<file path="src/rtl/divider.sv">
// Iterative restoring divider: 2n-bit dividend by n-bit divisor, one quotient bit
// per clock, signed or unsigned per operation, behind a start/busy/done handshake.
`ifndef DEFAULT_WIDTH
`define DEFAULT_WIDTH 8
`endif

module divider #(
  parameter int unsigned n = `DEFAULT_WIDTH
) (
  input  logic           clk,
  input  logic           reset_n,
  input  logic           start,
  input  logic           sign,
  input  logic [2*n-1:0] dividend,
  input  logic [n-1:0]   divisor,
  output logic           busy,
  output logic           done,
  output logic [n-1:0]   quotient,
  output logic [n-1:0]   remainder,
  output logic           overflow,
  output logic           div_zero
);

  localparam int unsigned DW = 2 * n;
  localparam int unsigned CW = (n > 1) ? $clog2(n) : 1;
  localparam logic [CW-1:0] CNT_LAST = CW'(n - 1);
  localparam logic [n-1:0]  HALF     = {1'b1, {(n-1){1'b0}}};

  typedef enum logic [1:0] {IDLE, CALC, FIX} state_t;

  state_t        state;
  logic [n-1:0]  prem;       // partial remainder magnitude
  logic [n-1:0]  qacc;       // remaining dividend bits above, quotient bits shifting in below
  logic [n-1:0]  dvs;
  logic [n-1:0]  raw_lo;
  logic [CW-1:0] cnt;
  logic          sq;
  logic          sr;
  logic          sgn;
  logic          early_ovf;
  logic          early_dz;

  logic [DW-1:0] dvd_mag_c;
  logic [n-1:0]  dvs_mag_c;
  logic [n:0]    shifted_c;
  logic [n:0]    diff_c;
  logic          range_ovf_c;

  // Operand magnitudes, one trial subtraction, and the signed range check.
  always_comb begin
    dvd_mag_c   = (sign && dividend[DW-1]) ? DW'(-dividend) : dividend;
    dvs_mag_c   = (sign && divisor[n-1]) ? n'(-divisor) : divisor;
    shifted_c   = {prem, qacc[n-1]};
    diff_c      = shifted_c - {1'b0, dvs};
    range_ovf_c = sgn && (sq ? (qacc > HALF) : (qacc >= HALF));
  end

  always_ff @(posedge clk or negedge reset_n) begin
    if (!reset_n) begin
      state     <= IDLE;
      busy      <= 1'b0;
      done      <= 1'b0;
      quotient  <= '0;
      remainder <= '0;
      overflow  <= 1'b0;
      div_zero  <= 1'b0;
      prem      <= '0;
      qacc      <= '0;
      dvs       <= '0;
      raw_lo    <= '0;
      cnt       <= '0;
      sq        <= 1'b0;
      sr        <= 1'b0;
      sgn       <= 1'b0;
      early_ovf <= 1'b0;
      early_dz  <= 1'b0;
    end else begin
      done <= 1'b0;
      case (state)
        IDLE: begin
          if (start) begin
            busy     <= 1'b1;
            overflow <= 1'b0;
            div_zero <= 1'b0;
            prem     <= dvd_mag_c[DW-1:n];
            qacc     <= dvd_mag_c[n-1:0];
            dvs      <= dvs_mag_c;
            raw_lo   <= dividend[n-1:0];
            sgn      <= sign;
            sq       <= sign & (dividend[DW-1] ^ divisor[n-1]);
            sr       <= sign & dividend[DW-1];
            cnt      <= CNT_LAST;
            // Quotient needs more than n bits (or divisor is zero): skip iteration.
            if ((divisor == '0) || (dvd_mag_c[DW-1:n] >= dvs_mag_c)) begin
              early_ovf <= 1'b1;
              early_dz  <= (divisor == '0);
              state     <= FIX;
            end else begin
              early_ovf <= 1'b0;
              early_dz  <= 1'b0;
              state     <= CALC;
            end
          end
        end
        CALC: begin
          if (!diff_c[n]) begin
            prem <= diff_c[n-1:0];
            qacc <= {qacc[n-2:0], 1'b1};
          end else begin
            prem <= shifted_c[n-1:0];
            qacc <= {qacc[n-2:0], 1'b0};
          end
          cnt <= cnt - CW'(1);
          if (cnt == '0) begin
            state <= FIX;
          end
        end
        FIX: begin
          if (early_ovf || range_ovf_c) begin
            quotient  <= '1;
            remainder <= raw_lo;
            overflow  <= 1'b1;
            div_zero  <= early_dz;
          end else begin
            quotient  <= sq ? n'(-qacc) : qacc;
            remainder <= sr ? n'(-prem) : prem;
            overflow  <= 1'b0;
            div_zero  <= 1'b0;
          end
          done  <= 1'b1;
          busy  <= 1'b0;
          state <= IDLE;
        end
        default: state <= IDLE;
      endcase
    end
  end

endmodule

</file>
<file path="config.mk">
export PLATFORM = sky130hd
export DESIGN_NAME = divider
export DESIGN_NICKNAME = d
export VERILOG_FILES = /design/src/rtl/divider.sv
export SDC_FILE = /design/constraint.sdc
export NUM_CORES = 1
export LEC_CHECK = 0
export CORE_UTILIZATION = 60
export CTS_BUF_LIST = sky130_fd_sc_hd__clkbuf_2
export CTS_CLUSTER_SIZE = 10
export DETAILED_ROUTE_END_ITERATION = 12
export PLACE_DENSITY = 0.88
export SLEW_MARGIN = 20
export SYNTH_ARGS = -nofsm -noshare
export SYNTH_HDL_FRONTEND = slang
export SYNTH_SLANG_ARGS = --single-unit
</file>
<file path="constraint.sdc">
create_clock -name clk -period 4.2 [get_ports clk]
set_input_delay 0.84 -clock clk [delete_from_list [all_inputs] [get_ports clk]]
set_output_delay 0.84 -clock clk [all_outputs]
set_load 0.005 [all_outputs]
</file>
==> results of run 1 <==
[layout by cell type, fill, tap and decap left out, types with 3 or more instances in the layout]
cell             instances
o41ai_1                  5
buf_4                   10
o31ai_1                  8
mux2i_1                  5
clkdlybuf4s50_1         46
o22a_1                   7
or4_1                    4
nand2_1                 47
nor4_1                   3
nor3_1                  10
xor2_1                  13
ha_1                    22
o21ai_0                 39
dfrtp_1                 62
nand2b_1                 8
or3_1                    9
o22ai_1                  3
xnor2_1                 22
clkbuf_2                11
o21a_1                   4
nor2_1                  32
a21oi_1                 15
a22oi_1                  6
inv_1                   27
a221o_1                 10
[registers in the layout, indices dropped and copies added, names as in the netlist, 2 cells and up]
| register | cells |
|---|---|
| cnt | 3 |
| dvs | 8 |
| prem | 8 |
| qacc | 8 |
| quotient | 8 |
| raw_lo | 8 |
| remainder | 8 |
| state | 2 |
[per-layer routing]
layer | global-route usage | up-vias
li1 | - | 1582
met1 | 0.412 | 1618
met2 | 0.541 | 154
met3 | 0.0456 | 19
met4 | 0.104 | 0
met5 | 0 | -
[final cells by class]
type	instances	area, sq um	area share
multi-input combinational	307	2100	0.468
sequential	62	1550	0.345
timing repair buffer	57	541	0.120
inverter	27	101	0.0226
tap	75	93.8	0.0209
clock buffer	11	55.1	0.0122
clock inverter	5	50.0	0.0111
[through the flow]
| stage | std cells | hold WS (ps) |
|---|---|---|
| floorplan | 411 | 440 |
| global placement | 528 | 462 |
| detailed placement | 528 | 466 |
| CTS | 544 | 312 |
| global route | 544 | 339 |
| finish | 544 | 303 |
[cells by family (layout without fill, tap and decap cells)]
group                    Yosys count  after routing  synth area share
flip-flops                        62             62             0.407
adder cells (fa/ha/maj)           23             23            0.0775
AO/OA/AOI/OAI                    116            116             0.213
XOR/XNOR                          36             36            0.0876
AND/OR/NAND/NOR                  124            124             0.151
buffers and inverters             42            100            0.0417
multiplexers                       8              8            0.0230
[power groups by stage]
stage | registers [uW] | clock network [uW] | logic (uW)
after floorplan | 1070 | 0 | 1370
after global placement | 1130 | 0 | 1790
after detailed placement | 1150 | 0 | 1870
after CTS | 1130 | 358 | 1880
after global routing | 1170 | 380 | 2090
final | 1140 | 359 | 1880
[path summary, 6_finish.rpt]
check	startpoint	endpoint	slack, ps	cells after the start
hold / removal	reset_n	remainder[4]$_DFFE_PN0P_	300	1
max in group asynchronous	reset_n	sq$_DFFE_PN0P_	2980	2
min in group clk	dvs[2]$_DFFE_PN0P_	dvs[2]$_DFFE_PN0P_	500	2
setup reg to reg	qacc[7]$_DFFE_PN0P_	prem[0]$_DFFE_PN0P_	1330	9
setup / recovery	dividend[5]	state[0]$_DFFE_PN0P_	430	12
hold reg to reg	dvs[2]$_DFFE_PN0P_	dvs[2]$_DFFE_PN0P_	500	2
==> flow_summary.json, run 1 <==
{
  "status": "finished clean",
  "synth_area_sq_um": 3810,
  "htreeDepth": 3,
  "n_antenna_cell": 0,
  "cts_setup_buffers": 0,
  "critPathLaunchType": "input pin",
  "cts_sinks": 62,
  "fin_skew_ps": 35.1,
  "numCtsBuffers": 9,
  "cpLargestDelayFamily": "compound AO/OA/AOI/OAI gates",
  "core_area_sq_um": 6030,
  "path_clk_slew_ps": 200,
  "drc_errors": 0,
  "leakage_uw": 0.00196,
  "grt_max_degree": 49,
  "critPathSlowestCell": "a2111oi_0",
  "wl_microns": 9650,
  "slew_violations": 0,
  "antenna_found_initial": 0,
  "drive_gt1_frac": 0.0789,
  "cts_hold_buf": 0,
  "synthFlopType": "dfrtp_1",
  "power.internal_uw": 1940,
  "worstSetupEndpointType": "register",
  "grt_pass1_vias": 3241,
  "clk_latency_ps": 510,
  "ys_top_cells_by_area": "dfrtp_1 41%, ha_1 7.2%, o21ai_0 5.1%, xnor2_1 5.1%, nand2_1 4.6%",
  "highest_layer": "met4",
  "syn-num-nets": 462,
  "wl_met1_microns": 4120,
  "worst_slack_ps": 426,
  "yosysTopAreaCell": "dfrtp_1",
  "cts_tree": "done",
  "tightest_slew_ps": 745,
  "period_share": 0.899,
  "post-route-cell-area_sq_um": 4490,
  "ctsResizeCount": 0,
  "pin_count": 48,
  "worstHoldPathType": "in -> async",
  "die_h_microns": 81.7,
  "postLayoutCoreUtil": 0.746,
  "hold_viol_final": 0,
  "comb_power_share": 0.557,
  "yosysWarnings": 0,
  "ys_seq_elements": 62,
  "die_area_sq_um": 6680,
  "synth_top_area_share": 0.407,
  "fin_tns_setup_ps": 0,
  "cp_slowest_stage_delay_ps": 530,
  "cts_buffer_depth": 2,
  "cap_violations": 0,
  "synthToLayoutAreaGrowth_pct": 17.9,
  "swShare": 0.427,
  "power.switching_uw": 1450,
  "place_congestion": 0.908,
  "crit_buf_inv": 1,
  "synth.avg_cell_area_sq_um": 9.28,
  "met2_length_microns": 4730,
  "yosysUniqueCellTypes": 51,
  "dpl.hpwl_microns": 7310,
  "grt_pass1_wl_microns": 15500,
  "synthArstFlopShare": 1.00,
  "p_per_area_nw_per_um2": 753,
  "slew_headroom": 0.502,
  "initial_core_util": 0.633,
  "setup_violations": 0,
  "grt-ovfl-total": 0,
  "portBuffers": 47,
  "rsz0062_at_grt": "false",
  "via_count": 3373,
  "first_pass_iters": 5,
  "required_ps": 4620,
  "peakVddDrop_uv": 488,
  "power.total_uw": 3380,
  "wire_per_inst_microns": 17.7,
  "wl_met3_microns": 636,
  "vias_per_cell": 6.20,
  "nFillCells": 464,
  "fmax_ghz": 0.265,
  "cp_data_arrival_time_ps": 4200,
  "syn_inst": 411,
  "p_clk_frac": 0.106,
  "pre_cts_slack_ps": 13.3,
  "crit_type": "in -> reg",
  "fin_crit_ps": 3770,
  "ys_seq_area_frac": 0.407,
  "antenna_left": 0,
  "synth.most_common_cell": "dfrtp_1",
  "path_max_fanout": 5,
  "die_w_microns": 81.7,
  "fin_nets": 515,
  "placed_area_sq_um": 4390,
  "cts-root-buf": "clkbuf_2",
  "synth-edff-count": 0,
  "ys_top_cells_by_count": "62 x dfrtp_1, 47 x nand2_1, 39 x o21ai_0, 32 x nor2_1, 27 x inv_1",
  "drtIter0Drc": 310,
  "cp_cell_sequence": "clkdlybuf4s50_1 > nor4_1 > nand2_1 > o31ai_1 > xor2_1 > ha_1 > nand2b_1 > a21o_1 > a21oi_1 > o21ai_0 > a2111oi_0 > or3_1",
  "rows": 28,
  "seq_power_share": 0.337,
  "track_usage": 0.316
}
No activity file was read; power rests on OpenSTA's default activity.
==> run 2: changes to the inputs <==
--- a/config.mk
+++ b/config.mk
@@ -5,6 +5,7 @@
 export SDC_FILE = /design/constraint.sdc
 export NUM_CORES = 1
 export LEC_CHECK = 0
+export ABC_CLOCK_PERIOD_IN_PS = 4200
 export CORE_UTILIZATION = 60
 export CTS_BUF_LIST = sky130_fd_sc_hd__clkbuf_2
 export CTS_CLUSTER_SIZE = 10
==> results of run 2 <==
Same layout as run 1: the final DEF is identical, and so are final timing and power.
